`config.mk`:
```
export PLATFORM = sky130hd
export DESIGN_NAME = fp_mul_pipe
export DESIGN_NICKNAME = d
export VERILOG_FILES = /design/src/rtl/fp_mul_pipe.sv
export SDC_FILE = /design/constraint.sdc
export NUM_CORES = 2
export LEC_CHECK = 0
export CAP_MARGIN = 10
export CORE_UTILIZATION = 45
export DETAILED_ROUTE_END_ITERATION = 8
export MAX_ROUTING_LAYER = met4
export PLACE_DENSITY = 0.72
export SLEW_MARGIN = 20
export SYNTH_ARGS = -nofsm -noshare
export SYNTH_HDL_FRONTEND = slang
export SYNTH_SLANG_ARGS = --single-unit
```
`constraint.sdc`:
```
create_clock -name clk -period 12.51 [get_ports clk]
set_input_delay 3.753 -clock clk [delete_from_list [all_inputs] [get_ports clk]]
set_output_delay 3.753 -clock clk [all_outputs]
set_load 0.05 [all_outputs]
```
`src/rtl/fp_mul_pipe.sv`:
```
// Pipelined IEEE-754 multiplier: S1 classify/exponent sum, S2 mantissa product, S3 normalise/round/pack.
// Round-to-nearest-even, DAZ inputs, FTZ outputs; valid/ready with whole-pipe stall on output backpressure.
module fp_mul_pipe #(
   parameter  int EXP_W  = 8,
   parameter  int FRAC_W = 23,
   localparam int W      = 1 + EXP_W + FRAC_W
) (
   input  logic         clk,
   input  logic         rst_n,
   input  logic         in_valid,
   output logic         in_ready,
   input  logic [W-1:0] a,
   input  logic [W-1:0] b,
   output logic         out_valid,
   input  logic         out_ready,
   output logic [W-1:0] op,
   output logic [3:0]   flags
);

   localparam int EW   = EXP_W + 2;
   localparam int MW   = 2 * FRAC_W + 2;
   localparam int BIAS = 2 ** (EXP_W - 1) - 1;
   localparam logic [EW-1:0] BIAS_E = EW'(BIAS);
   localparam logic [EW-1:0] E_MAX  = EW'((2 ** EXP_W) - 1);
   localparam logic [W-1:0]  QNAN   = {1'b0, {EXP_W{1'b1}}, 1'b1, {(FRAC_W-1){1'b0}}};

   logic stall;

   // ---------------- stage 1: classify, special results, exponent sum
   logic [EXP_W-1:0]  ea, eb;
   logic [FRAC_W-1:0] fa, fb;
   logic a_zero, b_zero, a_inf, b_inf, a_nan, b_nan, a_snan, b_snan, inf_zero;

   logic              sgn1_d, spec1_d, inv1_d;
   logic [W-1:0]      sres1_d;
   logic [EW-1:0]     e1_d;

   logic              v1_q, sgn1_q, spec1_q, inv1_q;
   logic [W-1:0]      sres1_q;
   logic [EW-1:0]     e1_q;
   logic [FRAC_W:0]   ma1_q, mb1_q;

   always_comb begin
      ea       = a[W-2 -: EXP_W];
      eb       = b[W-2 -: EXP_W];
      fa       = a[FRAC_W-1:0];
      fb       = b[FRAC_W-1:0];
      a_zero   = (ea == '0);
      b_zero   = (eb == '0);
      a_inf    = (ea == '1) && (fa == '0);
      b_inf    = (eb == '1) && (fb == '0);
      a_nan    = (ea == '1) && (fa != '0);
      b_nan    = (eb == '1) && (fb != '0);
      a_snan   = a_nan && !fa[FRAC_W-1];
      b_snan   = b_nan && !fb[FRAC_W-1];
      inf_zero = (a_inf && b_zero) || (a_zero && b_inf);

      sgn1_d  = a[W-1] ^ b[W-1];
      spec1_d = 1'b0;
      inv1_d  = 1'b0;
      sres1_d = '0;
      if (a_nan || b_nan || inf_zero) begin
         spec1_d = 1'b1;
         sres1_d = QNAN;
         inv1_d  = inf_zero || a_snan || b_snan;
      end else if (a_inf || b_inf) begin
         spec1_d = 1'b1;
         sres1_d = {sgn1_d, {EXP_W{1'b1}}, {FRAC_W{1'b0}}};
      end else if (a_zero || b_zero) begin
         spec1_d = 1'b1;
         sres1_d = {sgn1_d, {(W-1){1'b0}}};
      end
      // Unsigned wrap yields the two's-complement biased sum; sign bit read later.
      e1_d = {2'b00, ea} + {2'b00, eb} - BIAS_E;
   end

   always_ff @(posedge clk or negedge rst_n) begin
      if (!rst_n) begin
         v1_q    <= 1'b0;
         sgn1_q  <= 1'b0;
         spec1_q <= 1'b0;
         inv1_q  <= 1'b0;
         sres1_q <= '0;
         e1_q    <= '0;
         ma1_q   <= '0;
         mb1_q   <= '0;
      end else if (!stall) begin
         v1_q    <= in_valid;
         sgn1_q  <= sgn1_d;
         spec1_q <= spec1_d;
         inv1_q  <= inv1_d;
         sres1_q <= sres1_d;
         e1_q    <= e1_d;
         ma1_q   <= {1'b1, fa};
         mb1_q   <= {1'b1, fb};
      end
   end

   // ---------------- stage 2: mantissa product
   logic              v2_q, sgn2_q, spec2_q, inv2_q;
   logic [W-1:0]      sres2_q;
   logic [EW-1:0]     e2_q;
   logic [MW-1:0]     m2_q;

   always_ff @(posedge clk or negedge rst_n) begin
      if (!rst_n) begin
         v2_q    <= 1'b0;
         sgn2_q  <= 1'b0;
         spec2_q <= 1'b0;
         inv2_q  <= 1'b0;
         sres2_q <= '0;
         e2_q    <= '0;
         m2_q    <= '0;
      end else if (!stall) begin
         v2_q    <= v1_q;
         sgn2_q  <= sgn1_q;
         spec2_q <= spec1_q;
         inv2_q  <= inv1_q;
         sres2_q <= sres1_q;
         e2_q    <= e1_q;
         m2_q    <= MW'(ma1_q) * MW'(mb1_q);
      end
   end

   // ---------------- stage 3: normalise, round, pack, flags
   logic [MW-2:0]     mn;
   logic [FRAC_W-1:0] frac, frac_r;
   logic              g, s, rnd, cy, ovf, unf;
   logic [EW-1:0]     e_n;
   logic [W-1:0]      res_d;
   logic [3:0]        fl_d;

   logic              v3_q;
   logic [W-1:0]      op_q;
   logic [3:0]        flags_q;

   always_comb begin
      // Product lies in [1,4); align so the hidden bit sits just above mn.
      mn          = m2_q[MW-1] ? m2_q[MW-2:0] : {m2_q[MW-3:0], 1'b0};
      frac        = mn[MW-2 -: FRAC_W];
      g           = mn[FRAC_W];
      s           = |mn[FRAC_W-1:0];
      rnd         = g && (s || frac[0]);
      {cy, frac_r} = {1'b0, frac} + (FRAC_W+1)'(rnd);
      e_n         = e2_q + EW'(m2_q[MW-1]) + EW'(cy);
      ovf         = !e_n[EW-1] && (e_n >= E_MAX);
      unf         = e_n[EW-1] || (e_n == '0);

      res_d = {sgn2_q, e_n[EXP_W-1:0], frac_r};
      fl_d  = {3'b000, g || s};
      if (spec2_q) begin
         res_d = sres2_q;
         fl_d  = {inv2_q, 3'b000};
      end else if (ovf) begin
         res_d = {sgn2_q, {EXP_W{1'b1}}, {FRAC_W{1'b0}}};
         fl_d  = 4'b0101;
      end else if (unf) begin
         res_d = {sgn2_q, {(W-1){1'b0}}};
         fl_d  = 4'b0011;
      end
   end

   always_ff @(posedge clk or negedge rst_n) begin
      if (!rst_n) begin
         v3_q    <= 1'b0;
         op_q    <= '0;
         flags_q <= '0;
      end else if (!stall) begin
         v3_q <= v2_q;
         if (v2_q) begin
            op_q    <= res_d;
            flags_q <= fl_d;
         end
      end
   end

   assign stall     = v3_q && !out_ready;
   assign in_ready  = !stall;
   assign out_valid = v3_q;
   assign op        = op_q;
   assign flags     = flags_q;

endmodule
```
# Word level (Yosys, flattened, before mapping)
# Index checks and enable logic that the tools add are counted.
# totals
output_inout_bits,38
latch_bits,0
mem_bits_ro,0
register_bits,225
word_cells,78
n_memories,0
ramBits,0
input_bits,68
# classes
n_mux,14
multipliers,1
n_lt_le_gt_ge,1
n_shift,0
n_reduce_logical,35
add_sub_neg,5
n_eq_ne,2
bitwise_logic,2
div_mod_pow,0
# ops
cell,n
$mux 32,4
$mux 31,2
$mul 24x24->48,1
$mux 47,1
$logic_not 23->1,2
$reduce_bool 23->1,2
$add 23x1->24,1
$reduce_or 23->1,1
$add 10x1->10,2
$eq 8x8->1 const B,2
$logic_not 8->1,2
$logic_and 1x1->1,11
$ge 10x8->1 const B,1
$logic_not 10->1,1
$logic_or 1x1->1,10
$sub 9x7->10 const B,1
$add 8x8->9,1
$logic_not 1->1,5
$mux 1,4
$mux 4,1
$mux 3,1
$mux 2,1
$reduce_and 2->1,1
$not 1->1,1
$xor 1x1->1,1

# Depth between registers and ports, before layout
# logic_depth
ltp_word,11
mapped_depth,25
depth_no_buf,24

# Worst setup path before layout
# No wires, ideal clock.
# synth_timing
path_type,input-to-output
start,input port out_ready
end,output port in_ready
t_required_ns,8.757
arrival_ns,4.961
slack_ns,3.796
path_stages,5
path_buffers,3
cell_sequence,nor2b_1 clkbuf_1 inv_2 clkbuf_1 clkbuf_1
# synth_between
elab_chain_cells,3
# synth_rtl
element,line,text
"start, declared",15,"input logic out_ready,"
$logic_not 1->1,177,assign stall = v3_q && !out_ready;
$logic_and 1x1->1,177,
$logic_not 1->1,178,assign in_ready = !stall;
"end, declared",11,"output logic in_ready,"
# Every way passes these cells.

# Worst setup path in the final report
# Same ends and word-level chain as after synthesis.

==> flow_metrics.env <==
export IMPL_run_status="finished with violations"
export IMPL_violations="DRC"
export IMPL_syn_area_um2=27100
export IMPL_vias=20600
export IMPL_area_growth_pct=8.36
export IMPL_wire_per_inst_um=17.8
export IMPL_path_cells="clkdlybuf4s50_1 -> nor2b_4 -> buf_4 -> inv_4 -> clkdlybuf4s50_1"
export IMPL_hold_class="flop to flop"
export IMPL_start_util=0.457
export IMPL_cp_common_cell="clkdlybuf4s50_1"
export IMPL_drcViolationCount=3
export IMPL_gp_congestion=0.922
export IMPL_drt_iter0_drc=1348
export IMPL_synth_ff_type="dfrtp_1"
export IMPL_rsz0062_at_grt="no"
export IMPL_setup_worst_path_start_class="input port"
export IMPL_die_w_um=247
export IMPL_ys_types=76
export IMPL_rows=89
export IMPL_clk_pin_slew_ns=0.07
export IMPL_setup_violations=0
export IMPL_yosysSeqAreaShare=0.153
export IMPL_synth_top_area_frac=0.358
export IMPL_ios=106
export IMPL_cts_max_path_buffers=2
export IMPL_setup_tns_ns=0
export IMPL_clock_latency_ns=0.45
export IMPL_drive_above_1_share=0.0322
export IMPL_hpwlAfterDp_mm=52.4
export IMPL_slew_headroom=0.196
export IMPL_period_needed_ns=10.10
export IMPL_worstPathRequired_ns=8.76
export IMPL_die_area_um2=61200
export IMPL_synth_area_per_cell_um2=8.84
export IMPL_worstSetupPathType="input port to output port"
export IMPL_post_cts_resize_count=0
export IMPL_synth_warnings=0
export IMPL_grt_max_degree=103
export IMPL_dieHeight_um=247
export IMPL_cts_hold_buf=0
export IMPL_synth_area_leaders="fa_1 (36%), dfrtp_1 (15%), ha_1 (8.9%)"
export IMPL_synth_edf_count=0
export IMPL_post_cts_buffers=0
export IMPL_syn_nets=3808
export IMPL_utilization=0.495
export IMPL_dr_pass1_iters=7
export IMPL_final_nets=3807
export IMPL_finalCritPeriodShare=0.807
export IMPL_tightest_slew_ns=1.21
export IMPL_core_area_um2=59200
export IMPL_fmax_mhz=99.0
export IMPL_finClkSkew_ns=0.0233
export IMPL_critPathSlowestCell="clkdlybuf4s50_1"
export IMPL_critPathCaptureType="output port"
export IMPL_htreeDepth=4
export IMPL_grt_total_usage=0.242
export IMPL_grt_pass1_wl_mm=113
export IMPL_portBuffers=105
export IMPL_hold_viol=0
export IMPL_clock_sinks=166
export IMPL_max_stage_delay_ns=0.96
export IMPL_grt_ovfl_total=0
export IMPL_grt_pass1_vias=21200
export IMPL_synthArstFlopShare=1.00
export IMPL_synthesis_instances=3064
export IMPL_drv_cap=0
export IMPL_drv_slew=0
export IMPL_ys_ff_latch=166
export IMPL_antenna_found_initial=6
export IMPL_cts_root_buf="clkbuf_16"
export IMPL_vias_per_cell=5.34
export IMPL_final_antenna_net_count=0
export IMPL_cp_arrival_ns=6.35
export IMPL_netlist_top_cell_by_area="fa_1"
export IMPL_wirelength_mm=68.4
export IMPL_cts_tree="yes"
export IMPL_cts_buffers=17
export IMPL_crit_fanout=86
==> layout by cell type (no fill, tap or decap), types with 26 or more instances in the layout <==
cell type,instances
nand3_1,31
nor2_1,71
a21o_1,26
clkdlybuf4s50_1,104
a21oi_1,94
and2_1,298
fa_1,484
nand2_1,592
inv_1,567
buf_4,40
dfrtp_1,163
o21ai_0,47
ha_1,192
xnor2_1,42
xor2_1,41
==> cell type report <==
| cell class | count | area (µm²) |
|---|---|---|
| fill | 5586 | 29900 |
| multi-input combinational | 2165 | 20200 |
| sequential | 166 | 4160 |
| inverter | 568 | 2130 |
| timing repair buffer | 145 | 1350 |
| tap | 773 | 967 |
| clock buffer | 21 | 460 |
| clock inverter | 11 | 111 |
| antenna | 3 | 7.51 |
==> registers in the layout, summed over array words and instances, names as in the netlist <==
name       flops
e2_q          10
e1_q          10
op            32
flags          4
m2_q          48
spec2_q        1
sres2_q        3
v1_q           1
v2_q           1
sgn2_q         1
spec1_q        1
ma1_q         24
sgn1_q         1
inv2_q         1
sres1_q        3
out_valid      1
inv1_q         1
mb1_q         23
==> cell families after synthesis <==
group | Yosys count | synth area share
compound gates | 276 | 0.0682
xor+xnor | 83 | 0.0268
fa+ha+maj | 676 | 0.446
buf+inv | 733 | 0.103
flops | 166 | 0.153
mux | 20 | 0.00762
simple gates | 1110 | 0.194
==> cells in the mapped netlist, types with 4 or more instances <==
cell      instances
nor4_1           21
a221o_1          10
a211oi_1         12
nor3_1           18
buf_2             5
or3_1             4
a22o_1           21
a21o_1           26
nand3_1          31
a21oi_1          94
o211ai_1          5
nor2_1           71
fa_1            484
mux2_2            5
o21a_1            4
a31oi_1           7
dfrtp_1         166
and3_1           16
nand2_1         592
o21bai_1         10
o21ai_0          47
mux2i_1          15
clkbuf_1        151
ha_1            192
o31ai_1           5
buf_1             4
nor2b_1          13
xnor2_1          42
xor2_1           41
nand4_1          21
nand2b_1          5
nand3b_1          4
inv_1           567
and2_1          298
==> metal layers <==
layer / vias up / wire (µm) / GRT usage
met5: - / 0 / -
met4: 0 / 1600 / 0.0626
met3: 113 / 4590 / 0.0348
met2: 673 / 34100 / 0.401
met1: 10500 / 28100 / 0.311
li1: 9321 / - / -
==> critical path, delay by kind of cell <==
family	cells	cell delay, ns
buf+inv	4	2.49
simple gates	1	0.04
==> final timing paths <==
path / start / to / slack (ns) / depth (start not counted)
max: out_ready / in_ready / 2.41 / 5
max in group asynchronous: rst_n / ma1_q[6]$_DFFE_PN0N_ / 7.57 / 2
max reg2reg: mb1_q[4]$_DFFE_PN0N_ / m2_q[43]$_DFFE_PN0N_ / 4.51 / 24
min in group asynchronous: rst_n / op[18]$_DFFE_PN0P_ / 3.42 / 1
min: e1_q[2]$_DFFE_PN0N_ / e1_q[2]$_DFFE_PN0N_ / 0.47 / 2
min reg2reg: e1_q[2]$_DFFE_PN0N_ / e1_q[2]$_DFFE_PN0N_ / 0.47 / 2
==> metrics by stage <==
| step | hold WS, ns | area (µm²) | instances | setup WS, ns |
|---|---|---|---|---|
| 2_1_floorplan | 0.438 | 27100 | 3064 | 3.80 |
| 3_3_place_gp | 0.449 | 28800 | 3817 | 2.42 |
| 3_5_place_dp | 0.456 | 28800 | 3817 | 2.40 |
| 4_1_cts | 0.472 | 29300 | 3849 | 2.40 |
| 5_1_grt | 0.488 | 29400 | 3852 | 2.30 |
| 6_report | 0.471 | 29400 | 3852 | 2.41 |
Power is not shown: default switching activity piles up to over one toggle a cycle in this logic, so the estimate is an artifact.
